**src/rtl/keypad_entry_ctrl.sv**
```systemverilog
// Keypad scan/debounce/entry controller driving a 6-digit multiplexed 7-segment display.
// Keys are resolved per 3-row scan frame, debounced into single events and assembled as BCD.
module keypad_entry_ctrl #(
    parameter int unsigned SCAN_DIV       = 50000,
    parameter int unsigned DEBOUNCE_SCANS = 4,
    parameter int unsigned REFRESH_DIV    = 50000
) (
    input  logic        clk,
    input  logic        rst,
    input  logic [3:0]  keypadCol,
    output logic [2:0]  keypadRow,
    output logic [5:0]  segmentSelect,
    output logic [7:0]  segmentData,
    output logic [23:0] entry_value,
    output logic        entry_valid,
    output logic [2:0]  entry_count
);

    localparam int unsigned ScanW = (SCAN_DIV > 1) ? $clog2(SCAN_DIV) : 1;
    localparam int unsigned RefW  = (REFRESH_DIV > 1) ? $clog2(REFRESH_DIV) : 1;
    localparam int unsigned DebW  = $clog2(DEBOUNCE_SCANS + 1);

    localparam logic [ScanW-1:0] ScanLast  = ScanW'(SCAN_DIV - 1);
    localparam logic [RefW-1:0]  RefLast   = RefW'(REFRESH_DIV - 1);
    localparam logic [DebW-1:0]  DebTarget = DebW'(DEBOUNCE_SCANS);

    localparam logic [3:0] KeyStar = 4'hA;
    localparam logic [3:0] KeyHash = 4'hB;
    localparam logic [3:0] KeyNone = 4'hF;

    typedef enum logic [1:0] {StIdle, StPress, StHeld} deb_state_e;

    logic [ScanW-1:0] scan_cnt_q, scan_cnt_d;
    logic [2:0]       row_q, row_d;
    logic             scan_last;
    logic [3:0]       row_code;
    logic             row_hit, row_multi;
    logic             seen_q, seen_d, seen_n;
    logic             bad_q, bad_d, bad_n;
    logic [3:0]       code_q, code_d, code_n;
    logic             frame_done;
    logic [3:0]       frame_res;

    deb_state_e       state_q, state_d;
    logic [3:0]       cand_q, cand_d;
    logic [DebW-1:0]  cnt_q, cnt_d;
    logic [DebW-1:0]  rcnt_q, rcnt_d;
    logic             key_evt_q, key_evt_d;
    logic [3:0]       key_code_q, key_code_d;

    logic [23:0]      digits_q, digits_d;
    logic [2:0]       count_q, count_d;
    logic [23:0]      value_q, value_d;
    logic             valid_q, valid_d;

    logic [RefW-1:0]  ref_cnt_q, ref_cnt_d;
    logic             ref_last;
    logic [2:0]       dig_idx_q, dig_idx_d;
    logic [5:0]       sel_q, sel_d;
    logic [7:0]       seg_q, seg_d;
    logic [3:0]       nibble;

    function automatic logic [7:0] seg_pattern(input logic [3:0] d);
        logic [7:0] p;
        case (d)
            4'd0:    p = 8'hC0;
            4'd1:    p = 8'hF9;
            4'd2:    p = 8'hA4;
            4'd3:    p = 8'hB0;
            4'd4:    p = 8'h99;
            4'd5:    p = 8'h92;
            4'd6:    p = 8'h82;
            4'd7:    p = 8'hF8;
            4'd8:    p = 8'h80;
            4'd9:    p = 8'h90;
            default: p = 8'hFF;
        endcase
        return p;
    endfunction

    // Row drive rotates the low bit: 110 -> 101 -> 011 -> 110.
    always_comb begin
        scan_last  = (scan_cnt_q == ScanLast);
        scan_cnt_d = scan_last ? '0 : scan_cnt_q + ScanW'(1);
        row_d      = scan_last ? {row_q[1:0], row_q[2]} : row_q;
    end

    always_comb begin
        row_code = KeyNone;
        case ({row_q, keypadCol})
            7'b110_1110: row_code = 4'd1;
            7'b110_1101: row_code = 4'd2;
            7'b110_1011: row_code = 4'd3;
            7'b110_0111: row_code = KeyStar;
            7'b101_1110: row_code = 4'd4;
            7'b101_1101: row_code = 4'd5;
            7'b101_1011: row_code = 4'd6;
            7'b101_0111: row_code = KeyHash;
            7'b011_1110: row_code = 4'd7;
            7'b011_1101: row_code = 4'd8;
            7'b011_1011: row_code = 4'd9;
            7'b011_0111: row_code = 4'd0;
            default:     row_code = KeyNone;
        endcase
        row_hit   = (row_code != KeyNone);
        // Any low column that did not decode to a single key means several columns low.
        row_multi = (keypadCol != 4'hF) && !row_hit;
    end

    always_comb begin
        seen_n     = seen_q | row_hit;
        bad_n      = bad_q | row_multi | (seen_q & row_hit);
        code_n     = row_hit ? row_code : code_q;
        seen_d     = seen_q;
        bad_d      = bad_q;
        code_d     = code_q;
        frame_done = 1'b0;
        frame_res  = KeyNone;
        if (scan_last) begin
            if (row_q == 3'b011) begin
                frame_done = 1'b1;
                frame_res  = (seen_n && !bad_n) ? code_n : KeyNone;
                seen_d     = 1'b0;
                bad_d      = 1'b0;
                code_d     = KeyNone;
            end else begin
                seen_d = seen_n;
                bad_d  = bad_n;
                code_d = code_n;
            end
        end
    end

    always_comb begin
        state_d    = state_q;
        cand_d     = cand_q;
        cnt_d      = cnt_q;
        rcnt_d     = rcnt_q;
        key_evt_d  = 1'b0;
        key_code_d = key_code_q;
        if (frame_done) begin
            case (state_q)
                StIdle: begin
                    if (frame_res != KeyNone) begin
                        cand_d  = frame_res;
                        cnt_d   = DebW'(1);
                        state_d = StPress;
                    end
                end
                StPress: begin
                    if (frame_res == cand_q) begin
                        if (cnt_q + DebW'(1) == DebTarget) begin
                            key_evt_d  = 1'b1;
                            key_code_d = cand_q;
                            rcnt_d     = '0;
                            state_d    = StHeld;
                        end else begin
                            cnt_d = cnt_q + DebW'(1);
                        end
                    end else begin
                        state_d = StIdle;
                    end
                end
                StHeld: begin
                    if (frame_res == KeyNone) begin
                        if (rcnt_q + DebW'(1) == DebTarget) begin
                            rcnt_d  = '0;
                            state_d = StIdle;
                        end else begin
                            rcnt_d = rcnt_q + DebW'(1);
                        end
                    end else begin
                        rcnt_d = '0;
                    end
                end
                default: state_d = StIdle;
            endcase
        end
    end

    always_comb begin
        digits_d = digits_q;
        count_d  = count_q;
        value_d  = value_q;
        valid_d  = 1'b0;
        if (key_evt_q) begin
            if (key_code_q <= 4'd9) begin
                if (count_q < 3'd6) begin
                    digits_d = {digits_q[19:0], key_code_q};
                    count_d  = count_q + 3'd1;
                end
            end else if (key_code_q == KeyStar) begin
                if (count_q != 3'd0) begin
                    digits_d = {4'h0, digits_q[23:4]};
                    count_d  = count_q - 3'd1;
                end
            end else if (key_code_q == KeyHash) begin
                if (count_q != 3'd0) begin
                    value_d  = digits_q;
                    valid_d  = 1'b1;
                    digits_d = '0;
                    count_d  = 3'd0;
                end
            end
        end
    end

    // Select and data are both computed for the incoming slot so they switch together.
    always_comb begin
        ref_last  = (ref_cnt_q == RefLast);
        ref_cnt_d = ref_last ? '0 : ref_cnt_q + RefW'(1);
        dig_idx_d = dig_idx_q;
        sel_d     = sel_q;
        seg_d     = seg_q;
        nibble    = 4'h0;
        if (ref_last) begin
            dig_idx_d = (dig_idx_q == 3'd5) ? 3'd0 : dig_idx_q + 3'd1;
            sel_d     = ~(6'b000001 << dig_idx_d);
            nibble    = digits_q[{dig_idx_d, 2'b00} +: 4];
            seg_d     = (dig_idx_d < count_q) ? seg_pattern(nibble) : 8'hFF;
        end
    end

    always_ff @(posedge clk) begin
        if (!rst) begin
            scan_cnt_q <= '0;
            row_q      <= 3'b110;
            seen_q     <= 1'b0;
            bad_q      <= 1'b0;
            code_q     <= KeyNone;
            state_q    <= StIdle;
            cand_q     <= KeyNone;
            cnt_q      <= '0;
            rcnt_q     <= '0;
            key_evt_q  <= 1'b0;
            key_code_q <= KeyNone;
            digits_q   <= '0;
            count_q    <= 3'd0;
            value_q    <= '0;
            valid_q    <= 1'b0;
            ref_cnt_q  <= '0;
            dig_idx_q  <= 3'd0;
            sel_q      <= 6'b111110;
            seg_q      <= 8'hFF;
        end else begin
            scan_cnt_q <= scan_cnt_d;
            row_q      <= row_d;
            seen_q     <= seen_d;
            bad_q      <= bad_d;
            code_q     <= code_d;
            state_q    <= state_d;
            cand_q     <= cand_d;
            cnt_q      <= cnt_d;
            rcnt_q     <= rcnt_d;
            key_evt_q  <= key_evt_d;
            key_code_q <= key_code_d;
            digits_q   <= digits_d;
            count_q    <= count_d;
            value_q    <= value_d;
            valid_q    <= valid_d;
            ref_cnt_q  <= ref_cnt_d;
            dig_idx_q  <= dig_idx_d;
            sel_q      <= sel_d;
            seg_q      <= seg_d;
        end
    end

    assign keypadRow     = row_q;
    assign segmentSelect = sel_q;
    assign segmentData   = seg_q;
    assign entry_value   = value_q;
    assign entry_valid   = valid_q;
    assign entry_count   = count_q;

endmodule

```
**config.mk**
```make
export PLATFORM = sky130hd
export DESIGN_NAME = keypad_entry_ctrl
export DESIGN_NICKNAME = d
export VERILOG_FILES = /design/src/rtl/keypad_entry_ctrl.sv
export SDC_FILE = /design/constraint.sdc
export NUM_CORES = 1
export LEC_CHECK = 0
export CORE_MARGIN = 5
export CORE_UTILIZATION = 60
export DETAILED_ROUTE_END_ITERATION = 10
export PLACE_DENSITY = 0.92
export SLEW_MARGIN = 10
export SYNTH_ARGS = -nofsm -noshare
export SYNTH_HDL_FRONTEND = slang
export SYNTH_SLANG_ARGS = --single-unit
```
**constraint.sdc**
```tcl
create_clock -name clk -period 9.1 [get_ports clk]
set_clock_uncertainty 0.1 [all_clocks]
set_input_delay 0.91 -clock clk [delete_from_list [all_inputs] [get_ports clk]]
set_output_delay 0.91 -clock clk [all_outputs]
set_load 0.01 [all_outputs]
```
==> results_dict.tcl <==
set metrics [dict create \
    relSlewSlack_pct 13.69 \
    crit_path_start_kind "primary input" \
    dieHeight_um 111.4 \
    cpPeakStageDelay_ns 0.81 \
    gr-total-overflow 0 \
    cp.arrival_ns 4.38 \
    drc_errors 0 \
    wirelength_um 14720 \
    wl_per_cell_um 15.76 \
    drt-initial-drc-count 481 \
    layout-drive-gt1-share_pct 5.388 \
    worstMarginPinSlew_ns 1.290 \
    synthToLayoutAreaGrowth_pct 17.69 \
    cp.required_ns 9.45 \
    slew_viol_final 0 \
    rows 37 \
    io_buffers 49 \
    antenna_found_initial 0 \
    vdd_drop_max_mv 0.1259 \
    leakagePower_nw 2.596 \
    pre_cts_ws_ns 4.589 \
    h-tree-depth 4 \
    ys_seq_area_share_pct 40.91 \
    nets 808 \
    syn-num-nets 783 \
    rsz0062_at_grt "false" \
    place.gp.congestion 0.9066 \
    initial_core_util_pct 60.54 \
    cts-resized-gates 0 \
    synthCells 761 \
    ys_seq_elements 126 \
    total_power_mw 1.258 \
    yosysWarnings 0 \
    dr.pass1.iters 6 \
    cts_tree "built" \
    core-area_mm2 0.01018 \
    fin_util_pct 71.25 \
    finalCritPeriodShare_pct 44.36 \
    grt_pass1_wl_um 25450 \
    n_antenna_cell 0 \
    insertion_delay_ns 0.53 \
    synth.distinct_cells 68 \
    viasPerCell 5.997 \
    grtUsageTotal_pct 24.27 \
    numCtsBuffers 17 \
    worst_hold_slack_ns 0.3431 \
    end_kind "flip-flop" \
    setup_viol 0 \
    hpwl_um 9565 \
    period_needed_ns 4.037 \
    timing.fmax_mhz 247.7 \
    synth_edf_count 0 \
    hold_path_class "reg2reg" \
    ctsHoldBuffers 0 \
    path_cells "clkdlybuf4s50_1 -> xnor2_1 -> a2111o_1 -> a311o_1 -> or3_1 -> a211o_1 -> a21boi_2 -> o21ai_2 -> or4_1 -> a31oi_1" \
    dieArea_mm2 0.01240 \
    critPathKind "in2reg" \
    clockRootBuffer "clkbuf_8" \
    slowest_stage "clkdlybuf4s50_1" \
    async_reset_ff_share_pct 0 \
    synth_area_mm2 0.006166 \
    synth_ff_type "dfxtp_1" \
    status "finished, final reports clean" \
    via_count 5601 \
    power_density_mw_per_mm2 173.3 \
    cp_max_fo 17 \
    grt_max_degree 58 \
    synth_area_per_cell_um2 8.102 \
    clock_sinks 126 \
    fin_tns_setup_ns 0 \
    post_cts_buffers 0 \
    drv_cap 0 \
    ant_nets 0 \
    hold_violations 0 \
    ioPinCount 51 \
    clockBufferDepth 2 \
    grt_pass1_vias 5651 \
    timing.final.ws_setup_ns 5.063 \
    cts.clk_slew.worst_paths_ns 0.05 \
    die_x_um 111.4 \
]
[report_power, final]
| part | switching (mW) | total [mW] | leakage [nW] | internal [mW] |
|---|---|---|---|---|
| sequential | 0.00189 | 0.556 | 1.02 | 0.554 |
| combinational | 0.0229 | 0.0343 | 1.29 | 0.0113 |
| clock | 0.232 | 0.667 | 0.289 | 0.436 |
[synthesized netlist by cell type, drive strengths merged (5+ instances only)]
library cell	instances	area share [%]
a21oi	49	4.0
and2	5	0.51
or3	8	0.81
clkbuf	40	2.4
xnor2	22	3.1
xor2	15	2.1
and3	10	1.0
o211ai	12	1.6
dfxtp	126	41
nor4b	5	0.71
inv	20	1.2
nand3	22	1.8
nor4bb	5	0.81
nor2b	10	1.0
nor3	24	1.9
a221oi	18	2.6
nand2	117	7.1
nor2	89	5.4
o21ai	35	2.9
nand4	9	0.91
ha	16	3.2
buf	8	0.79
mux2i	19	3.1
nand4b	6	0.85
nand3b	7	0.85
[per-layer routing]
metal	GRT usage (%)	routed length [um]	up-vias
met5	0	0	-
met4	9.813	325	0
met3	6.848	987	39
met2	42.22	7385	228
met1	28.18	6021	2618
li1	-	-	2716
[placed cells by master, fill, tap and decap left out, drive strengths merged, types with 5 or more instances in the layout]
| master | count |
|---|---|
| a21oi | 49 |
| a221oi | 18 |
| and2 | 5 |
| and3 | 10 |
| buf | 5 |
| clkbuf | 24 |
| clkdlybuf4s50 | 49 |
| clkinv | 5 |
| dfxtp | 126 |
| ha | 16 |
| inv | 20 |
| mux2i | 19 |
| nand2 | 117 |
| nand3 | 22 |
| nand3b | 7 |
| nand4 | 9 |
| nand4b | 6 |
| nor2 | 89 |
| nor2b | 10 |
| nor3 | 24 |
| nor4b | 5 |
| nor4bb | 5 |
| o211ai | 12 |
| o21ai | 35 |
| or3 | 8 |
| xnor2 | 22 |
| xor2 | 15 |
[registers in the layout (all words and copies together), names as in the netlist, 4 cells and up]
| signal | count |
|---|---|
| cand_q | 4 |
| code_q | 4 |
| key_code_q | 4 |
| segmentData | 7 |
| ref_cnt_q | 16 |
| digits_q | 24 |
| scan_cnt_q | 16 |
| segmentSelect | 6 |
| entry_value | 24 |
[cells by family (layout without fill, tap and decap cells)]
| logic type | count (synthesis) | after routing | share of synthesized area, % |
|---|---|---|---|
| multiplexers | 20 | 20 | 3.267 |
| buffers and inverters | 69 | 106 | 4.505 |
| XOR/XNOR | 37 | 37 | 5.256 |
| AND/OR/NAND/NOR | 336 | 336 | 26.01 |
| other | 1 | 1 | 0.06082 |
| flip-flops | 126 | 126 | 40.91 |
| adder cells (fa/ha/maj) | 16 | 16 | 3.247 |
| AO/OA/AOI/OAI | 156 | 156 | 16.74 |
[path summary, 6_finish.rpt]
check | from | endpoint | slack, ns | cells after the start
hold reg to reg | scan_cnt_q[0] | scan_cnt_q[0] | 0.34 | 1
hold / removal | scan_cnt_q[0] | scan_cnt_q[0] | 0.34 | 1
setup reg to reg | keypadRow[0] | cnt_q[2] | 5.65 | 9
setup / recovery | keypadCol[1] | cnt_q[2] | 5.06 | 10
[layout make-up]
type / instances / area [um2]
inverters: 21 / 78.83
flip-flops and latches: 126 / 2522
multi-input cells: 566 / 3377
clock inverters: 7 / 110.1
repair buffers: 54 / 528.0
clock buffers: 24 / 470.5
fillers: 725 / 2928
well taps: 136 / 170.2
[critical path, delay by kind of cell]
kind / cells / cell delay (ns)
AO/OA/AOI/OAI: 6 / 1.64
AND/OR/NAND/NOR: 2 / 0.84
XOR/XNOR: 1 / 0.19
buffers and inverters: 1 / 0.81
[metrics by stage]
stage,cell area (um2),cells
6_report,7257,934
5_1_grt,7257,934
4_1_cts,7257,934
3_5_place_dp,6676,903
3_3_place_gp,6676,903
2_1_floorplan,6166,761
Note: power is estimated with default switching activity, not from simulation.
